### src/rtl/pp_mult_sched.sv
// Sequential 8x8 unsigned multiplier. One 4x4 sub-multiplier is reused across
// four partial products. A per-transaction mask can truncate individual partial products.
module pp_mult_sched #(
  parameter int WIDTH      = 8,
  parameter int TRUNC_BITS = 2
) (
  input  logic                 clk,
  input  logic                 rst_n,
  input  logic                 in_valid,
  output logic                 in_ready,
  input  logic [WIDTH-1:0]     a,
  input  logic [WIDTH-1:0]     b,
  input  logic [3:0]           approx_mask,
  output logic                 out_valid,
  input  logic                 out_ready,
  output logic [2*WIDTH-1:0]   y,
  output logic                 busy
);

  localparam int HALF = WIDTH / 2;

  localparam logic [1:0] S_IDLE = 2'd0;
  localparam logic [1:0] S_MUL  = 2'd1;
  localparam logic [1:0] S_DONE = 2'd2;

  // Clears the low TRUNC_BITS bits of an approximated partial product.
  localparam logic [WIDTH-1:0] TRUNC_MASK = {WIDTH{1'b1}} << TRUNC_BITS;

  logic [1:0]         state_q, state_d;
  logic [WIDTH-1:0]   a_q, a_d;
  logic [WIDTH-1:0]   b_q, b_d;
  logic [3:0]         mask_q, mask_d;
  logic [2*WIDTH-1:0] acc_q, acc_d;
  logic [1:0]         step_q, step_d;
  logic [2*WIDTH-1:0] y_q, y_d;

  logic [HALF-1:0]    op_a, op_b;
  logic [WIDTH-1:0]   pp_raw, pp;
  logic [2*WIDTH-1:0] pp_ext, pp_shift, acc_sum;

  // Step bit 1 selects the high half of a, step bit 0 the high half of b.
  // That gives the fixed order aL*bL, aL*bH, aH*bL, aH*bH.
  assign op_a    = step_q[1] ? a_q[WIDTH-1:HALF] : a_q[HALF-1:0];
  assign op_b    = step_q[0] ? b_q[WIDTH-1:HALF] : b_q[HALF-1:0];
  assign pp_raw  = {{HALF{1'b0}}, op_a} * {{HALF{1'b0}}, op_b};
  assign pp      = mask_q[step_q] ? (pp_raw & TRUNC_MASK) : pp_raw;
  assign pp_ext  = {{WIDTH{1'b0}}, pp};

  always_comb begin
    pp_shift = pp_ext;
    case (step_q)
      2'd1, 2'd2: pp_shift = pp_ext << HALF;
      2'd3:       pp_shift = pp_ext << WIDTH;
      default:    pp_shift = pp_ext;
    endcase
  end

  assign acc_sum = acc_q + pp_shift;

  always_comb begin
    // NOTE: every next-state signal gets a default first. Without it, a path that
    // skips an assignment infers a latch.
    state_d = state_q;
    a_d     = a_q;
    b_d     = b_q;
    mask_d  = mask_q;
    acc_d   = acc_q;
    step_d  = step_q;
    y_d     = y_q;
    case (state_q)
      S_IDLE: begin
        if (in_valid) begin
          a_d     = a;
          b_d     = b;
          mask_d  = approx_mask;
          acc_d   = '0;
          step_d  = '0;
          state_d = S_MUL;
        end
      end
      S_MUL: begin
        acc_d  = acc_sum;
        step_d = step_q + 2'd1;
        if (step_q == 2'd3) begin
          y_d     = acc_sum;
          state_d = S_DONE;
        end
      end
      S_DONE: begin
        if (out_ready) state_d = S_IDLE;
      end
      default: state_d = S_IDLE;
    endcase
  end

  // NOTE: the captured operands are reset too, not only the control state. This
  // keeps an aborted transaction from leaving visible residue.
  always_ff @(posedge clk or negedge rst_n) begin
    if (!rst_n) begin
      state_q <= S_IDLE;
      a_q     <= '0;
      b_q     <= '0;
      mask_q  <= '0;
      acc_q   <= '0;
      step_q  <= '0;
      y_q     <= '0;
    end else begin
      // NOTE: non-blocking assignments, so all registers update from the same pre-edge values.
      state_q <= state_d;
      a_q     <= a_d;
      b_q     <= b_d;
      mask_q  <= mask_d;
      acc_q   <= acc_d;
      step_q  <= step_d;
      y_q     <= y_d;
    end
  end

  assign in_ready  = (state_q == S_IDLE);
  assign out_valid = (state_q == S_DONE);
  assign busy      = (state_q == S_MUL) || (state_q == S_DONE);
  assign y         = y_q;

endmodule

### config.mk
export PLATFORM = sky130hd
export DESIGN_NAME = pp_mult_sched
export DESIGN_NICKNAME = d
export VERILOG_FILES = /design/src/rtl/pp_mult_sched.sv
export SDC_FILE = /design/constraint.sdc
export NUM_CORES = 1
export LEC_CHECK = 0
export BUFFER_PORTS_ARGS = -buffer_cell sky130_fd_sc_hd__buf_2
export CAP_MARGIN = 10
export CORE_ASPECT_RATIO = 2
export CORE_UTILIZATION = 40
export DETAILED_ROUTE_END_ITERATION = 6
export GPL_TIMING_DRIVEN = 0
export PLACE_DENSITY = 0.63
export RECOVER_POWER = 50
export SYNTH_ARGS = -nofsm -noshare
export SYNTH_HDL_FRONTEND = slang
export SYNTH_SLANG_ARGS = --single-unit
### constraint.sdc
create_clock -name clk -period 6.8 [get_ports clk]
set_clock_uncertainty 0.15 [all_clocks]
set_input_delay 0.68 -clock clk [delete_from_list [all_inputs] [get_ports clk]]
set_output_delay 0.68 -clock clk [all_outputs]
set_load 0.005 [all_outputs]
# --- Yosys cells after proc, flatten, opt, wreduce, memory -nomap -nowiden ---
# Cells that the tools add are included.
word_totals:
  ff_bits: 56
  in_bits: 24
  out_inout_bits: 19
op_classes:
  n_addsub: 2
  n_mul: 1
  order_cmp: 1
  eq_ne: 8
  muxes: 14
  n_reduce_logical: 8
ops:
  columns: ["operator", "count"]
  rows:
  - ["$pmux W16 S2", 2]
  - ["$add A16 B16 Y16", 1]
  - ["$mux W16", 1]
  - ["$mux W2", 5]
  - ["$mul A4 B4 Y8", 1]
  - ["$mux W4", 2]
  - ["$eq A2 B2 Y1 const B", 3]
  - ["$pmux W2 S3", 1]
  - ["$reduce_and A2 Y1", 3]
  - ["$eq A2 B1 Y1 const B", 2]
  - ["$ne A2 B2 Y1 const B", 2]
  - ["$pmux W2 S2", 1]
  - ["$lt A2 B3 Y1 const B", 1]
  - ["$reduce_and A3 Y1", 1]
  - ["$add A2 B1 Y2 const B", 1]
  - ["$bmux W1 S2", 1]
  - ["$logic_not A2 Y1", 1]
  - ["$ne A2 B1 Y1 const B", 1]
  - ["$reduce_bool A2 Y1", 1]
  - ["$reduce_or A2 Y1", 1]
  - ["$logic_or A1 B1 Y1", 1]
  - ["$mux W1", 1]

# --- Depth between registers and ports, before layout ---
# Gate-level depths: netlist of run 1.
logic_depth:
  ltp_word: 6
  depth_mapped: 21
  ltp_nobuf: 20

# --- Least setup slack after synthesis of run 1 ---
# No wires, ideal clock.
synth_timing:
  path_type: "reg-to-reg"
  startpoint: "register step_q[0]"
  endpoint: "register y_q[15] (netlist: y[15])"
  t_arrival_ns: 4.879
  required_ns: 6.525
  slack_ns: 1.646
  stages_incl_launch_ff: 22
  period_less_slack_ns: 5.154
  cell_sequence: "dfrtp_1 > clkbuf_1 > mux2i_1 > or2_2 > fa_1 > inv_1 > fa_1 > inv_1 > fa_1 > inv_1 > a21o_1 > a21oi_1 > xor2_1 > o21ai_0 > ha_1 > a21o_1 > a21oi_1 > o21a_2 > o31ai_4 > a31oi_4 > xnor3_1 > mux2_2"
synth_via:
  elab_chain_cells: 5
  elab_cells_between_ends: 12
  cone_classes: "add/sub: 1; mul: 1; eq/ne: 3; mux: 5; reduce/logical: 2"
synth_lines:
  columns: ["item", "line", "text"]
  rows:
  - ["start: declaration", "34", "logic [1:0] step_q, step_d;"]
  - ["start signal: assignment", "114", "step_q <= step_d;"]
  - ["$mux W4 or $bmux W1 S2 (tied branches)", "44, 46", null]
  - ["$mul A4 B4 Y8 or $mux W1 (tied branches)", "45, 46", null]
  - ["$mux W2", "46", "assign pp = mask_q[step_q] ? (pp_raw & TRUNC_MASK) : pp_raw;"]
  - ["$pmux W16 S2", "51", "case (step_q)"]
  - ["$add A16 B16 Y16", "58", "assign acc_sum = acc_q + pp_shift;"]
  - ["end signal: assignment", "115", "y_q <= y_d;"]
  - ["end: declaration", "35", "logic [2*WIDTH-1:0] y_q, y_d;"]
# Several ways; a longest one is shown, not always the timed one. The select of a mux whose other input is x is not followed.
# A chain may end at the register's enable or synchronous reset.

# --- Worst setup path after layout of run 1 ---
# Same ends and word-level chain as after synthesis.

==> results of run 1 <==
## path summary, 6_finish.rpt
check	from	to	depth (start not counted)
hold reg to reg	y[2]	y[2]	2
setup reg to reg	step_q[0]	y[15]	21
max in group asynchronous	rst_n	state_q[1]	2
setup / recovery	step_q[0]	y[15]	21
min in group asynchronous	rst_n	y[11]	1
hold / removal	y[2]	y[2]	2
## cell families (layout without fill, tap and decap cells)
family,after synthesis,after routing
AO/OA/AOI/OAI,79,79
XOR/XNOR,17,17
adder cells (fa/ha/maj),37,37
buffers and inverters,27,78
flip-flops,56,56
multiplexers,43,43
AND/OR/NAND/NOR,84,84
## final cells by class
class                      instances  area, um2  share of cell area, %
clock buffer                       8      146.4                  3.588
buffer                             9      35.03                 0.8586
sequential                        56       1401                  34.35
inverter                          18      67.56                  1.656
tap                              100      125.1                  3.067
timing repair buffer              43      210.2                  5.152
multi-input combinational        260       2095                  51.33
## worst max-delay path: stages (launching register included)
cell,delay [ns]
dfrtp_1,0.35
clkbuf_1,0.45
mux2i_1,0.24
or2_2,0.35
fa_1,0.54
inv_1,0.05
fa_1,0.56
inv_1,0.07
fa_1,0.46
inv_1,0.07
a21o_1,0.11
a21oi_1,0.07
xor2_1,0.28
o21ai_0,0.20
ha_1,0.38
a21o_1,0.19
a21oi_1,0.18
o21a_2,0.17
o31ai_4,0.10
a31oi_4,0.22
xnor3_1,0.34
mux2_2,0.26
## through the flow
step / area [um2] / util (%)
after floorplan: 3598 / -
after global placement: 3934 / 45.49
after detailed placement: 3954 / 45.72
after CTS: 4100 / 47.41
after global routing: 4080 / 47.18
final: 4080 / 47.18
## registers in the layout, summed over array words and instances (netlist names)
register,flops
b_q,8
mask_q,4
a_q,8
acc_q,16
y,16
step_q,2
state_q,2
## layout by cell type (no fill, tap or decap), types with 2 or more instances in the layout
master     synthesis  final
o211ai_1           2      2
mux2i_1           11     11
clkbuf_16          0      5
or2_2              6      6
fa_1               5      5
a211oi_1           2      2
a22o_1            11     11
o22ai_1            3      3
inv_1             17     17
nor3_1             3      3
dfrtp_1           56     56
nand2_1           29     29
xor2_1             9      9
nor2b_1            2      2
buf_2              1     40
xnor2_1            7      7
and2_1             2      2
ha_1              32     32
o21a_1             5      5
clkbuf_1           8     14
nand2b_1           3      3
a41oi_1            2      2
nand3_1            3      3
o21ai_0           25     25
mux2_2            31     31
a21o_1             7      7
nor3b_1            2      2
a21oi_1           14     14
nor2_1            25     25
## per-layer routing
metal  wire length, um  global-route usage, %  part of all wire [%]
met1              2770                  17.17                    35
met2              4685                  36.35                    59
met3               153                  2.446                   1.9
met4               342                  10.54                   4.3
met5                 0                      0                     0
==> impl_metrics.yaml, run 1 <==
floorplanning:
  io_pins: 43
  num_rows: 48
  die_w_um: 69.07
  core_um2: 8648
  die_area_um2: 9402
  start_util_pct: 41.61
  die_h_um: 136.1
cts:
  hold_buffers: 0
  h-tree-depth: 2
  worstSkewPairLatency_ns: 0.30
  root_buffer: "clkbuf_16"
  postCtsSetupBuffers: 0
  cts.sinks: 56
  ctsResizeCount: 0
  cts_buffer_depth: 2
  cts_tree: "built"
  path_clk_slew_ns: 0.07
  numCtsBuffers: 5
final_layout:
  area_delta_synth_final_pct: 13.39
  fillers: 856
  nets: 454
  n_antenna_cell: 0
  instances_no_fill: 494
  drive_gt1_share_pct: 22.59
synthesis:
  yosys-mux-area-fraction_pct: 13.39
  synth_top_family_by_area: "compound AO/OA/AOI/OAI gates"
  synth_commonest_cells: "dfrtp_1, ha_1, mux2_2, nand2_1"
  synth_top_area_share_pct: 38.94
  synthesis.area_um2: 3598
  synth-simple-area-share_pct: 11.09
  synthAdderAreaFrac_pct: 13.91
  yosys_warnings: 0
  synth_seq_area_share_pct: 38.94
  post_synth.cell_area_avg_um2: 10.49
  ys_types: 48
  synth.most_common_cell: "dfrtp_1"
  netlist_instances: 343
  synth_edf_count: 0
  synth_compound_area_share_pct: 15.30
  synth.area.top_cells: "dfrtp_1, ha_1, mux2_2"
  yosys.area.top_type: "dfrtp_1"
  synth_nets: 404
  synth-main-ff-cell: "dfrtp_1"
  ys_ff_latch: 56
  synth-xor-area-share_pct: 4.520
  async_flop_share_pct: 100.0
run_status:
  failed_checks: "max-capacitance violations, max-slew violations"
  status: "finished with violations"
critical_path:
  worstSetupPathType: "reg -> reg"
  worst-path-max-fanout: 8
  endpoint_kind: "flop"
  worstPathRequired_ns: 6.83
  r2r_setup_slack_ns: 0.89
  cp-start-kind: "flop"
  crit_arrival_ns: 5.95
route:
  wl_per_cell_um: 16.10
  drt_first_iter_violations: 72
  first_pass_iters: 4
  antenna_left: 0
  drcViolationCount: 0
  wirelength_um: 7951
  vias_per_cell: 5.429
  dr_total_vias: 2682
global_route:
  grt_max_degree: 32
  antenna_found_initial: 0
  track_usage_pct: 18.23
  grt_pass1_vias: 2899
  grt_pass1_wl_um: 13380
  overflow: 0
sta:
  worstMarginPinSlew_ns: 1.669
  tns_ns: 0
  fmax_mhz: 169.1
  slew_viol_final: 32
  hold_violations: 0
  maxSlewHeadroom_pct: -11.25
  setup_viol: 0
  fin_hold_ws_ns: 0.3255
  worst_slack_ns: 0.8853
  period_share_pct: 86.98
  min_period_ns: 5.915
  rsz0062_at_grt: "false"
place:
  port_buffers: 42
  dp_hpwl_um: 6528
  gp_congestion: 0.8798
  dp.cells: 486
  preCtsSetupSlack_ns: 0.8411
flow_run:
  max-cap-violations: 1
hold_path:
  hold_path_class: "reg -> reg"
Power of run 1 is left out: the tool's default activity adds up to more than one toggle a clock period on the data nets, which glitch-free logic cannot reach.
==> inputs of run 2 (changes only) <==
- CORE_UTILIZATION: 40 -> 35
- PLACE_DENSITY: 0.63 -> 0.58
==> run 2 against run 1 <==
Against the previous run: the run still ends with max-capacitance violations, max-slew violations left; cell area increased by 1.0%; core utilization decreased by 6.3 points; highest routed layer unchanged; clock-buffer cell count unchanged; die area increased by 14%; first-iteration DRC count increased by 13%; wire length increased by 3.3%; critical path type unchanged; worst setup slack got worse by 0.0022 ns; fmax about the same; final cell count increased by 7.1%.
==> impl_metrics.yaml, run 2 (synthesis results as in run 1) <==
route:
  wl_per_cell_um: 15.52
  drt_first_iter_violations: 81
  first_pass_iters: 4
  wirelength_um: 8210
  drcViolationCount: 0
  vias_per_cell: 5.002
  dr_total_vias: 2646
  antenna_left: 0
place:
  gp_congestion: 0.8905
  dp_hpwl_um: 6702
  port_buffers: 42
  preCtsSetupSlack_ns: 0.8017
global_route:
  grt_max_degree: 40
  antenna_found_initial: 0
  track_usage_pct: 17.01
  grt_pass1_wl_um: 13700
  overflow: 0
  grt_pass1_vias: 2867
sta:
  hold_violations: 0
  maxSlewHeadroom_pct: -43.97
  tns_ns: 0
  setup_viol: 0
  worstMarginPinSlew_ns: 2.160
  rsz0062_at_grt: "false"
  fmax_mhz: 169.0
  slew_viol_final: 40
  min_period_ns: 5.917
  worst_slack_ns: 0.8831
  period_share_pct: 87.01
hold_path:
  hold_path_class: "reg -> reg"
floorplanning:
  die_h_um: 145.4
  start_util_pct: 35.68
  num_rows: 52
  die_w_um: 73.70
  core_um2: 10080
  io_pins: 43
  die_area_um2: 10720
final_layout:
  final_common_cell: "dfrtp_1"
  utilization_pct: 40.88
  area_delta_synth_final_pct: 14.57
  drive_gt1_share_pct: 22.34
  n_antenna_cell: 0
  final_cell_mix: "dfrtp_1, buf_2, ha_1"
  nets: 454
critical_path:
  worst-path-max-fanout: 8
  endpoint_kind: "flop"
  r2r-end: "y[15]"
  timing.rr.start: "step_q[0]"
  worstPathRequired_ns: 6.83
  crit_arrival_ns: 5.95
  worstSetupPathType: "reg -> reg"
  startpoint: "step_q[0]"
  critPathCapture: "y[15]"
  r2r_setup_slack_ns: 0.88
  slowest_delay_ns: 0.56
  cp-start-kind: "flop"
  crit_slowest_cell: "fa_1"
  r2r_cells: 21
  cp_cell_sequence: "clkbuf_1 > mux2i_1 > or2_2 > fa_1 > inv_1 > fa_1 > inv_1 > fa_1 > inv_1 > a21o_1 > a21oi_1 > xor2_1 > o21ai_0 > ha_1 > a21o_1 > a21oi_1 > o21a_2 > o31ai_4 > a31oi_4 > xnor3_1 > mux2_2"
cts:
  ctsResizeCount: 0
  cts_buffer_depth: 2
  root_buffer: "clkbuf_16"
  h-tree-depth: 2
  cts_tree: "built"
  cts.sinks: 56
  path_clk_slew_ns: 0.07
  worstSkewPairLatency_ns: 0.29
  hold_buffers: 0
  postCtsSetupBuffers: 0
  numCtsBuffers: 5
flow_run:
  max-cap-violations: 1
run_status:
  failed_checks: "max-capacitance violations, max-slew violations"
  status: "finished with violations"
[run 2: changes by cell type in the layout (fill, tap and decap cells not counted)]
cell,before,now
buf_2,40,39
clkbuf_1,14,15
[run 2: per-stage QoR]
step                      cells  instance area, um2  hold WS, ns
after floorplan             343                3598       0.2344
final                       529                4123       0.3281
after global routing        529                4123       0.3560
after detailed placement    521                3998       0.3173
after CTS                   529                4144       0.1881
after global placement      520                3978       0.3135
[run 2: layout make-up]
type / instances / area, um2
inverter: 18 / 67.56
fill: 1014 / 5962
clock buffer: 8 / 146.4
sequential: 56 / 1401
timing repair buffer: 43 / 209.0
tap: 135 / 168.9
multi-input combinational: 260 / 2095
buffer: 9 / 35.03
[run 2: worst max-delay path, delay by kind of cell, from the launching register on]
kind                       cells  cell delay (ns)
adders and majority gates      4             1.92
buffers and inverters          4             0.64
and+or+nand+nor                1             0.35
DFF                            1             0.36
muxes                          2             0.53
AOI/OAI and AO/OA              8             1.33
xor gates and xnor gates       2             0.52
[run 2: worst min-delay path by stage]
| stage | start | depth (start not counted) | to |
|---|---|---|---|
| finish | y[12] | 2 | y[12] |
| global route | y[12] | 2 | y[12] |
| CTS | rst_n | 1 | y[4] |
| detailed placement | y[12] | 2 | y[12] |
| global placement | y[2] | 2 | y[2] |
| floorplan | rst_n | 0 | a_q[0] |
[run 2: routing by layer]
metal | part of all wire [%] | routed length (um) | GRT usage (%) | vias up
met5 | 0 | 0 | 0 | -
met2 | 60 | 4889 | 33.44 | 42
met1 | 34 | 2757 | 15.82 | 1270
li1 | - | - | - | 1315
met3 | 2.1 | 174 | 1.731 | 19
met4 | 4.7 | 389 | 9.615 | 0
Power of run 2 is left out for the same reason.
